--- src/rtl/kgp_ctrl_pkg.sv ---
// Shared encodings for the core run controller: FSM states, command opcodes
// and halt causes.
package kgp_ctrl_pkg;

    typedef enum logic [2:0] {
        ST_IDLE = 3'd0,
        ST_LOAD = 3'd1,
        ST_RUN  = 3'd2,
        ST_STEP = 3'd3,
        ST_HALT = 3'd4
    } ctrlState_t;

    typedef enum logic [1:0] {
        CMD_LOAD = 2'd0,
        CMD_RUN  = 2'd1,
        CMD_STEP = 2'd2,
        CMD_STOP = 2'd3
    } cmdOp_t;

    typedef enum logic [1:0] {
        HC_NONE   = 2'd0,
        HC_STOP   = 2'd1,
        HC_OPCODE = 2'd2,
        HC_BREAK  = 2'd3
    } haltCause_t;

endpackage

--- src/rtl/ld_word_packer.sv ---
// Packs a stream of load bytes big-endian into 32-bit words and raises a
// one-cycle wordReady pulse the cycle after the fourth byte is taken.
module ld_word_packer (
    input  logic        clk,
    input  logic        rst,
    input  logic        clear,
    input  logic        byteValid,
    input  logic [7:0]  byteData,
    output logic [31:0] word,
    output logic        wordReady
);

    logic [1:0]  byteCount;
    logic [31:0] shiftReg;

    // Byte counter and word-complete pulse; a clear drops any partial word.
    always_ff @(posedge clk) begin
        if (rst || clear) begin
            byteCount <= 2'd0;
            wordReady <= 1'b0;
        end else begin
            wordReady <= byteValid && (byteCount == 2'd3);
            if (byteValid)
                byteCount <= byteCount + 2'd1;
        end
    end

    // Shift left so the first byte of a word ends up in bits [31:24].
    always_ff @(posedge clk) begin
        if (byteValid)
            shiftReg <= {shiftReg[23:0], byteData};
    end

    assign word = shiftReg;

endmodule

--- src/rtl/core_run_controller.sv ---
// Run controller for a small core: loads instruction memory from a byte
// stream, then runs, single-steps and halts the datapath on STOP, a halt
// opcode or a breakpoint.
module core_run_controller
    import kgp_ctrl_pkg::*;
#(
    parameter int          IMEM_WORDS  = 256,
    parameter logic [5:0]  HALT_OPCODE = 6'b111111
) (
    input  logic        clk,
    input  logic        rst,
    input  logic        cmd_valid,
    input  logic [1:0]  cmd_op,
    input  logic [15:0] cmd_len,
    output logic        cmd_ready,
    output logic        cmd_err,
    input  logic        ld_valid,
    input  logic [7:0]  ld_data,
    output logic        ld_ready,
    output logic        imem_we,
    output logic [31:0] imem_addr,
    output logic [31:0] imem_wdata,
    input  logic [31:0] instr_add,
    input  logic [31:0] instr,
    input  logic        bp_en,
    input  logic [31:0] bp_addr,
    output logic        core_en,
    output logic        core_rst,
    output logic [2:0]  state,
    output logic [1:0]  halt_cause,
    output logic [31:0] cycle_count
);

    localparam logic [16:0] MAX_WORDS = 17'(IMEM_WORDS);

    ctrlState_t  curState, nextState;
    logic        haltHit, bpHit, bpSkip, inExec, cmdFire, lenBad;
    logic        loadStart, runFresh, resume, cmdErrNext;
    logic [1:0]  haltCauseNext;
    logic [15:0] wordIdx, lastIdx;
    logic        unusedInstrBits;

    function automatic logic [31:0] satInc(input logic [31:0] v);
        return (v == 32'hFFFF_FFFF) ? v : v + 32'd1;
    endfunction

    assign unusedInstrBits = ^instr[25:0];

    assign haltHit   = (instr[31:26] == HALT_OPCODE);
    assign bpHit     = bp_en && (instr_add == bp_addr) && !bpSkip;
    assign inExec    = (curState == ST_RUN) || (curState == ST_STEP);
    assign core_en   = inExec && !haltHit && !bpHit;
    assign core_rst  = (curState == ST_IDLE) || (curState == ST_LOAD);
    assign ld_ready  = (curState == ST_LOAD) && !imem_we;
    assign cmdFire   = cmd_valid && cmd_ready;
    assign lenBad    = (cmd_len == 16'd0) || ({1'b0, cmd_len} > MAX_WORDS);
    assign imem_addr = {14'd0, wordIdx, 2'b00};
    assign state     = curState;

    ld_word_packer uPacker (
        .clk       (clk),
        .rst       (rst),
        .clear     (loadStart),
        .byteValid (ld_valid && ld_ready),
        .byteData  (ld_data),
        .word      (imem_wdata),
        .wordReady (imem_we)
    );

    // Command acceptance: any command while idle or halted, only STOP while running.
    always_comb begin
        cmd_ready = 1'b0;
        case (curState)
            ST_IDLE, ST_HALT: cmd_ready = 1'b1;
            ST_RUN:           cmd_ready = (cmdOp_t'(cmd_op) == CMD_STOP);
            default:          cmd_ready = 1'b0;
        endcase
    end

    // Next-state logic plus the one-shot control strobes that go with each transition.
    always_comb begin
        nextState     = curState;
        loadStart     = 1'b0;
        runFresh      = 1'b0;
        resume        = 1'b0;
        cmdErrNext    = 1'b0;
        haltCauseNext = halt_cause;
        case (curState)
            ST_IDLE, ST_HALT: begin
                if (cmdFire) begin
                    case (cmdOp_t'(cmd_op))
                        CMD_LOAD: begin
                            if (lenBad) begin
                                cmdErrNext = 1'b1;
                            end else begin
                                nextState = ST_LOAD;
                                loadStart = 1'b1;
                            end
                        end
                        CMD_RUN: begin
                            nextState = ST_RUN;
                            if (curState == ST_IDLE) runFresh = 1'b1;
                            else                     resume   = 1'b1;
                        end
                        CMD_STEP: begin
                            if (curState == ST_HALT) begin
                                nextState = ST_STEP;
                                resume    = 1'b1;
                            end else begin
                                cmdErrNext = 1'b1;
                            end
                        end
                        default: ;
                    endcase
                end
            end
            ST_LOAD: begin
                if (imem_we && (wordIdx == lastIdx))
                    nextState = ST_IDLE;
            end
            ST_RUN: begin
                if (haltHit) begin
                    nextState     = ST_HALT;
                    haltCauseNext = HC_OPCODE;
                end else if (bpHit) begin
                    nextState     = ST_HALT;
                    haltCauseNext = HC_BREAK;
                end else if (cmdFire) begin
                    nextState     = ST_HALT;
                    haltCauseNext = HC_STOP;
                end
            end
            ST_STEP: begin
                nextState = ST_HALT;
                if (haltHit) haltCauseNext = HC_OPCODE;
            end
            default: nextState = ST_IDLE;
        endcase
    end

    // State register.
    always_ff @(posedge clk) begin
        if (rst) curState <= ST_IDLE;
        else     curState <= nextState;
    end

    // Control registers: reject pulse, halt cause, breakpoint skip, cycle counter, word index.
    always_ff @(posedge clk) begin
        if (rst) begin
            cmd_err     <= 1'b0;
            halt_cause  <= HC_NONE;
            bpSkip      <= 1'b0;
            cycle_count <= 32'd0;
            wordIdx     <= 16'd0;
        end else begin
            cmd_err    <= cmdErrNext;
            halt_cause <= runFresh ? HC_NONE : haltCauseNext;
            bpSkip     <= resume;
            if (runFresh)     cycle_count <= 32'd0;
            else if (core_en) cycle_count <= satInc(cycle_count);
            if (loadStart)    wordIdx <= 16'd0;
            else if (imem_we) wordIdx <= wordIdx + 16'd1;
        end
    end

    // Index of the final word of the current load.
    always_ff @(posedge clk) begin
        if (loadStart) lastIdx <= cmd_len - 16'd1;
    end

endmodule

--- config.mk ---
export PLATFORM = sky130hd
export DESIGN_NAME = core_run_controller
export DESIGN_NICKNAME = d
export VERILOG_FILES = /design/src/rtl/kgp_ctrl_pkg.sv /design/src/rtl/ld_word_packer.sv /design/src/rtl/core_run_controller.sv
export SDC_FILE = /design/constraint.sdc
export NUM_CORES = 1
export LEC_CHECK = 0
export BUFFER_PORTS_ARGS = -buffer_cell sky130_fd_sc_hd__clkbuf_2
export CORE_MARGIN = 5
export CORE_UTILIZATION = 30
export DETAILED_ROUTE_END_ITERATION = 6
export PLACE_DENSITY_LB_ADDON = 0.1
export REMOVE_ABC_BUFFERS = 1
export SLEW_MARGIN = 20
export SYNTH_ARGS = -nofsm -noshare
export SYNTH_HDL_FRONTEND = slang
export SYNTH_SLANG_ARGS = --single-unit
--- constraint.sdc ---
create_clock -name clk -period 2.84 [get_ports clk]
set_input_delay 0 -clock clk [delete_from_list [all_inputs] [get_ports clk]]
set_output_delay 0 -clock clk [all_outputs]
set_load 0.02 [all_outputs]
**Word-level counts from Yosys, hierarchy flattened**

Cells that the tools add are included.

- Flip-flop bits (word level): 106
- Bits of input ports: 127
- Output and inout bits: 107

- Add/sub/neg operators: 4
- Order comparisons: 1
- Equality and inequality tests: 19
- Multiplexer cells: 29
- Bitwise logic cells: 3
- Reductions and logical operators: 28

Operators with widths:

| kind | number |
|---|---|
| 32-bit by 1-bit adder with 32-bit output, second input constant | 1 |
| 32-bit equality test | 1 |
| 32-bit equality test, second input constant | 1 |
| 3-bit two-way mux | 7 |
| 16-bit by 1-bit adder with 16-bit output, second input constant | 1 |
| 16-bit equality test | 1 |
| 16-bit by 9-bit greater-than comparator with 1-bit output, second input constant | 1 |
| 16-bit logical NOT | 1 |
| 16-bit by 1-bit subtractor with 16-bit output, second input constant | 1 |
| 1-bit two-way mux | 12 |
| 3-bit one-hot mux with 4 select lines | 1 |
| 1-bit logical AND | 9 |
| 3-bit one-hot mux with 3 select lines | 1 |
| 2-bit two-way mux | 4 |
| 2-bit equality test, second input constant | 3 |
| 3-bit by 2-bit equality test with 1-bit output, second input constant | 2 |
| 6-bit equality test, second input constant | 1 |
| 3-bit inequality test, second input constant | 2 |
| 1-bit one-hot mux with 2 select lines | 3 |
| 6-bit AND reduction | 1 |
| 2-bit OR reduction | 3 |
| 1-bit logical NOT | 4 |
| 1-bit logical OR | 4 |
| 2-bit inequality test, second input constant | 2 |
| other kinds (15) | 17 |

**Logic depth before layout (Yosys ltp)**

Gate-level depths: netlist of run 1.

- Depth in word-level cells: 8
- Gate-level depth with buffers: 9

**Hierarchy**

Synthesis of run 1 repeated with hierarchy kept, for this count alone.

- Cell total of the unflattened synthesis: 519
- Area, all modules: 5,212.5 um^2

Modules (own cells, without submodules):

| module | times used | cells each | area an instance (um^2) | seq. area each (um^2) |
|---|---|---|---|---|
| core_run_controller | 1 | 477 | 4,131.5 | 1,581.5 |
| ld_word_packer | 1 | 42 | 1,081.0 | 1,021.0 |

**Least setup slack after synthesis of run 1**

OpenSTA, ideal clock, no wires.

- Path type: input to register
- From: input port cmd_len[5]
- To: register lastIdx[0] (enable)
- Arrival time: 2.172 ns
- Required time: 2.431 ns
- Slack: 0.258 ns
- Cell stages on the path: 5
- Buffers on the path: 0
- Cell sequence: or4_4 -> nor3_2 -> nand2_1 -> xnor2_1 -> nor3_1

- Longest elaborated chain between the ends: 6
- Elaborated cells on any way between the ends: 7
- Those cells by class: order compare: 1; mux: 4; reduce/logical: 2

RTL lines:

| what | line | text |
|---|---|---|
| start, declared | core_run_controller.sv:14 | `input logic [15:0] cmd_len,` |
| 16-bit by 9-bit greater-than comparator with 1-bit output / 16-bit logical NOT (equally long branches) | core_run_controller.sv:56 | `assign lenBad = (cmd_len == 16'd0) \|\| ({1'b0, cmd_len} > MAX_WORDS);` |
| 1-bit logical OR (*) | core_run_controller.sv:56 |  |
| 1-bit two-way mux (*) | core_run_controller.sv:93 | `if (lenBad) begin` |
| 1-bit two-way mux (*) | core_run_controller.sv:91 | `case (cmdOp_t'(cmd_op))` |
| 1-bit two-way mux (*) | core_run_controller.sv:90 | `if (cmdFire) begin` |
| 1-bit two-way mux (*) | core_run_controller.sv:88 | `case (curState)` |
| via loadStart | core_run_controller.sv:38 | `logic loadStart, runFresh, resume, cmdErrNext;` |
| end signal, assigned | core_run_controller.sv:168 | `if (loadStart) lastIdx <= cmd_len - 16'd1;` |
| end, declared | core_run_controller.sv:40 | `logic [15:0] wordIdx, lastIdx;` |

Mark *: on every way through the listed nets, which the timed path passes. The rest lies on a longest branch.
A chain may end at the register's enable or synchronous reset.

**Worst setup path after layout of run 1**

- From: register cycle_count[0]
- To: register cycle_count[24]

- Longest elaborated chain between the ends: 3
- Elaborated cells on any way between the ends: 4
- Those cells by class: add/sub: 1; eq/ne: 1; bitwise: 1; reduce/logical: 1

RTL lines:

| what | line | text |
|---|---|---|
| start, declared | core_run_controller.sv:31 | `output logic [31:0] cycle_count` |
| start signal, assigned | core_run_controller.sv:160 | `else if (core_en) cycle_count <= satInc(cycle_count);` |
| parallel branches: the longest is 3 deep, another holds 32-bit by 1-bit adder with 32-bit output | n/a |  |

Parallel ways; which one is timed is not known.

==> results.sh, run 1 <==
export IMPL_n_antenna_cell=0
export IMPL_intPower_uw=2430
export IMPL_remaining_drc_errors=0
export IMPL_coreArea_mm2=0.0181
export IMPL_p_per_area_mw_per_mm2=444
export IMPL_synth_seq_cells=106
export IMPL_ys_flop_type="dfxtp_1"
export IMPL_end_kind="flip-flop"
export IMPL_setup_viol_count_final=0
export IMPL_syn_inst=566
export IMPL_grt_pass1_vias=4969
export IMPL_area_growth_pct=31.5
export IMPL_synth_enable_flop_cells=48
export IMPL_syn_avg_cell_area_um2=9.81
export IMPL_postCtsHoldBufs=21
export IMPL_dp_hpwl_mm=12.4
export IMPL_track_usage_pct=14.5
export IMPL_clk_path_buf_depth=2
export IMPL_outcome="finished clean"
export IMPL_worst_ep_required_time_ns=3.04
export IMPL_switching_share_pct=25.2
export IMPL_synth_top_family_by_area="simple AND/OR/NAND/NOR gates"
export IMPL_grt_max_degree=49
export IMPL_worstSetupStartpointType="flip-flop"
export IMPL_grt_pass1_wl_mm=25.5
export IMPL_worstSetupPathType="flip-flop to flip-flop"
export IMPL_synth_adder_area_share_pct=2.03
export IMPL_period_needed_ns=2.38
export IMPL_fmax_ghz=0.421
export IMPL_clock_skew_ns=0.00814
export IMPL_synth_simple_area_share_pct=23.7
export IMPL_setup_tns_ns=0
export IMPL_dieArea_mm2=0.0213
export IMPL_worst_pin_slew_ns=0.833
export IMPL_rsz0062_at_grt="false"
export IMPL_crit_fanout=7
export IMPL_vias_per_cell=4.88
export IMPL_wirelength_mm=15.9
export IMPL_wl_per_cell_um=15.5
export IMPL_ys_types=56
export IMPL_cts_clk_slew_worst_paths_ns=0.08
export IMPL_drt_iter0_drc=178
export IMPL_ys_seq_area_share_pct=46.9
export IMPL_postRouteAntennaNets=0
export IMPL_utilization_pct=40.4
export IMPL_total_power_uw=3240
export IMPL_drive_gt1_share_pct=30.3
export IMPL_clk_latency_ns=0.35
export IMPL_n_fill_cell=1818
export IMPL_synthMuxAreaShare_pct=0.180
export IMPL_finalHoldViolations=0
export IMPL_gp_congestion=0.799
export IMPL_overflow=0
export IMPL_yosys_warnings=0
export IMPL_h_tree_depth=3
export IMPL_layout_nets=923
export IMPL_io_pins=234
export IMPL_drtPass1Iterations=5
export IMPL_report_final_slew_viol_count=0
export IMPL_place_ws_ns=0.470
export IMPL_hold_class="input pin to flip-flop"
export IMPL_seqPwrFrac_pct=50.0
export IMPL_post_cts_buffers=0
export IMPL_async_flop_share_pct=0
export IMPL_cts_tree="yes"
export IMPL_cts_root_buffer="clkbuf_16"
export IMPL_portBuffers=191
export IMPL_synth_xor_area_share_pct=12.8
export IMPL_slew_headroom_pct=43.9
export IMPL_cts_num_sinks=106
export IMPL_leakagePower_uw=0.00281
export IMPL_die_y_um=146
export IMPL_start_util_pct=30.7
export IMPL_synth_compound_area_share_pct=9.66
export IMPL_antenna_found_initial=0
export IMPL_p_sw_uw=818
export IMPL_p_clk_share_pct=38.5
export IMPL_synthesis_area_mm2=0.00555
export IMPL_cp_data_arrival_time_ns=2.58
export IMPL_fin_crit_sh_pct=83.7
export IMPL_drv_cap=0
export IMPL_cts_made_buffers=9
export IMPL_stdcell_count=1021
export IMPL_vias=4983
export IMPL_vdd_ir_drop_max_mv=0.259
export IMPL_ctsResizeCount=0
export IMPL_fin_ws_ns=0.462
export IMPL_die_width_um=146
export IMPL_comb_power_share_pct=11.5
export IMPL_placed_cells=984
export IMPL_num_rows=49
routing by layer:
layer	up-vias	share of wire (%)	track usage, %
met1	2336	46	19.2
met5	-	0	0
met3	11	5.6	3.22
met4	0	0.96	4.14
li1	2501	-	-
met2	135	48	24.0
layout by cell type (no fill, tap or decap), drive strengths merged, types with 9 or more instances in the layout:
master       synthesis  layout
clkbuf              11     202
dfxtp               58      58
xnor2               56      56
edfxtp              48      48
nor2                41      41
nand2               38      38
nand4               37      37
a21oi               31      31
o21ai               26      26
or3                 25      25
xor2                25      25
dlygate4sd3          0      21
nand3               19      19
inv                 16      18
buf                 23      17
conb                 1      16
or4                 16      16
nor3                13      13
nor4                12      12
ha                   9       9
final cells by class:
cell class                      count  area [µm²]  share of cell area [%]
Inverter                           16        60.1                   0.822
Sequential cell                   106        2600                    35.6
Timing Repair Buffer              229        1310                    17.9
Tap cell                          229         287                    3.92
Multi-Input combinational cell    425        2750                    37.7
Clock inverter                      5        42.5                   0.582
Clock buffer                       11         254                    3.48
state kept, by name, indices dropped and copies added, names as in the netlist:
register and cells:
bpSkip 1, cmd_err 1, cycle_count 32, halt_cause 2, lastIdx 16, state 3
uPacker.byteCount 2, uPacker.word 32, uPacker.wordReady 1, wordIdx 16
cell usage after synthesis (all sizes together) (2+ instances only):
master	n	share of area, %
ha	9	2.0
or4b	3	0.54
edfxtp	48	26
o21ai	26	2.3
inv	16	1.1
clkbuf	11	0.74
nand3b	2	0.27
nand2	38	2.6
o31ai	8	1.2
buf	23	2.9
a211oi	2	0.27
and3	7	0.79
o211ai	6	0.81
a31o	2	0.32
and4	3	0.47
nand2b	4	0.45
nor2b	3	0.34
a21oi	31	3.1
nand4	37	4.4
or4	16	2.3
xnor2	56	8.8
nor2	41	2.8
nand3	19	1.8
nor4b	4	0.63
nor4	12	1.4
xor2	25	3.9
and2	2	0.23
dfxtp	58	21
nor3	13	1.4
o21a	2	0.27
or3	25	2.8
final timing paths:
| check | start | end | slack, ns | cells past startpoint |
|---|---|---|---|---|
| setup / recovery | cycle_count[0] | cycle_count[24] | 0.46 | 8 |
| setup reg to reg | cycle_count[0] | cycle_count[24] | 0.46 | 8 |
| hold reg to reg | uPacker.word[5] | uPacker.word[13] | 0.45 | 0 |
| hold / removal | cmd_len[7] | lastIdx[7] | 0.02 | 2 |
power groups by stage:
stage / Combinational, µW / Clock (µW) / Sequential [µW]
global placement: 349 / 0 / 1660
global route: 409 / 1360 / 1620
finish: 373 / 1250 / 1620
floorplan: 166 / 0 / 1670
detailed placement: 351 / 0 / 1660
CTS: 377 / 1300 / 1620
kinds of logic (layout without fill, tap and decap cells):
kind of cell,Yosys count,in the layout
AO/OA/AOI/OAI,85,85
XOR/XNOR,81,81
adder cells (fa/ha/maj),9,9
buffers and inverters,50,261
flip-flops,106,106
multiplexers,1,1
other,1,16
AND/OR/NAND/NOR,233,233
worst max-delay path, stage by stage, from the launching register on:
cell and delay (ns):
dfxtp_1 0.42, ha_1 0.23, inv_1 0.10, or4_4 0.57
or4_1 0.44, buf_4 0.18, nand4_1 0.12, or3_1 0.11
a21oi_1 0.06
per-stage QoR:
step	instance area [µm²]	hold WS, ns
finish	7300	0.0249
global route	7300	0.0103
CTS	7300	0.0108
detailed placement	6800	0.179
global placement	6800	0.179
floorplan	5410	0.0691
Power figures use the tool's default switching activity.
==> run 2: changes to the inputs <==
Clock period 2.84 ns to 2.5 ns, I/O delays scaled along.
==> results.sh, run 2 (synthesis gave the netlist of run 1 again) <==
export IMPL_outcome="finished clean"
export IMPL_end_kind="flip-flop"
export IMPL_gp_congestion=0.834
export IMPL_drive_gt1_share_pct=31.4
export IMPL_antenna_found_initial=0
export IMPL_slew_headroom_pct=52.9
export IMPL_io_pins=234
export IMPL_wirelength_mm=16.4
export IMPL_worstSetupStartpointType="flip-flop"
export IMPL_grt_max_degree=33
export IMPL_remaining_drc_errors=0
export IMPL_fin_crit_sh_pct=92.4
export IMPL_comb_power_share_pct=11.7
export IMPL_cts_made_buffers=9
export IMPL_min_delay_path_depth=2
export IMPL_setup_tns_ns=0
export IMPL_worst_ep_required_time_ns=2.71
export IMPL_rsz0062_at_grt="false"
export IMPL_r2r_start="cycle_count[1]"
export IMPL_p_sw_uw=935
export IMPL_crit_start="cycle_count[1]"
export IMPL_drv_cap=0
export IMPL_p_clk_share_pct=38.9
export IMPL_track_usage_pct=15.1
export IMPL_cp_data_arrival_time_ns=2.52
export IMPL_design_area_mm2=0.00738
export IMPL_intPower_uw=2790
export IMPL_num_rows=49
export IMPL_h_tree_depth=3
export IMPL_die_width_um=146
export IMPL_hold_class="input pin to flip-flop"
export IMPL_ctsResizeCount=0
export IMPL_clk_path_buf_depth=2
export IMPL_dp_hpwl_mm=12.9
export IMPL_cts_tree="yes"
export IMPL_worstSetupPathType="flip-flop to flip-flop"
export IMPL_vdd_ir_drop_max_mv=0.290
export IMPL_period_needed_ns=2.31
export IMPL_wl_per_cell_um=15.9
export IMPL_cts_clk_slew_worst_paths_ns=0.08
export IMPL_crit_fanout=11
export IMPL_layout_nets=934
export IMPL_start_util_pct=30.7
export IMPL_dpl_instance_area_mm2=0.00686
export IMPL_cts_num_sinks=106
export IMPL_clk_latency_ns=0.35
export IMPL_fin_ws_ns=0.190
export IMPL_drt_iter0_drc=188
export IMPL_setup_viol_count_final=0
export IMPL_portBuffers=191
export IMPL_clock_skew_ns=0.0134
export IMPL_grt_pass1_vias=5163
export IMPL_vias=5126
export IMPL_place_ws_ns=0.199
export IMPL_n_fill_cell=1812
export IMPL_dieArea_mm2=0.0213
export IMPL_coreArea_mm2=0.0181
export IMPL_switching_share_pct=25.1
export IMPL_p_per_area_mw_per_mm2=504
export IMPL_drtPass1Iterations=4
export IMPL_worst_pin_slew_ns=0.707
export IMPL_utilization_pct=40.8
export IMPL_report_final_slew_viol_count=0
export IMPL_final_common_cell="clkbuf_2"
export IMPL_cts_root_buffer="clkbuf_16"
export IMPL_seqPwrFrac_pct=49.4
export IMPL_hp_start="cmd_len[8]"
export IMPL_grt_pass1_wl_mm=26.5
export IMPL_fmax_ghz=0.433
export IMPL_area_growth_pct=33.0
export IMPL_leakagePower_uw=0.00288
export IMPL_finalHoldViolations=0
export IMPL_die_y_um=146
export IMPL_worstRegToRegCells=8
export IMPL_layout_cells_most_common_list="clkbuf_2 (191), dfxtp_1 (58), xnor2_1 (56)"
export IMPL_vias_per_cell=4.97
export IMPL_n_antenna_cell=0
export IMPL_overflow=0
export IMPL_reg2reg_setup_slack_ns=0.19
export IMPL_postRouteAntennaNets=0
==> run 2: changes by cell type in the layout (fill, tap and decap cells not counted), sizes merged <==
cell | previous run | this run
buf | 17 | 28
clkinv | 2 | 3
clkinvlp | 1 | 0
==> run 2: final cells by class <==
class | instances | area [µm²] | share of cell area [%]
clock buffers | 11 | 264 | 3.58
inverters | 16 | 60.1 | 0.813
flip-flops and latches | 106 | 2600 | 35.2
repair buffers | 240 | 1380 | 18.6
well taps | 229 | 287 | 3.88
multi-input cells | 425 | 2750 | 37.3
clock inverters | 5 | 42.5 | 0.576
==> run 2: per-stage QoR <==
stage               instances  total power [µW]  hold slack [ns]
floorplan                 547              2090           0.0691
global placement          994              2290            0.178
detailed placement        994              2290            0.179
CTS                      1031              3790           0.0148
global route             1032              3890           0.0298
finish                   1032              3720           0.0311
==> run 2: path summary, 6_finish.rpt <==
check | end
setup reg to reg | cycle_count[24]
hold reg to reg | uPacker.word[19]
setup / recovery | cycle_count[24]
hold / removal | lastIdx[8]
==> run 2: power groups by stage <==
stage / registers [µW] / logic, µW / clock network, µW
6_report: 1840 / 435 / 1450
5_1_grt: 1840 / 476 / 1570
4_1_cts: 1840 / 439 / 1510
3_5_place_dp: 1880 / 409 / 0
3_3_place_gp: 1880 / 407 / 0
2_1_floorplan: 1900 / 188 / 0
==> run 2: critical path, stage by stage (launching register included) <==
cell	delay [ns]
dfxtp_1	0.34
ha_1	0.21
inv_1	0.10
or4_4	0.57
or4_1	0.45
buf_4	0.21
nand4_1	0.12
or3_1	0.11
a21oi_1	0.06
==> run 2: metal layers <==
layer	GRT usage (%)	wire, µm
met1	19.2	7190
met2	24.6	7680
met3	3.78	1110
met4	6.26	447
met5	0	0
==> run 2: timing repair <==
action	4_1_cts	5_1_grt
setup buffers	0	1
hold endpoints to repair	25	0
hold buffers	21	0
endpoints found under the setup margin	0	3
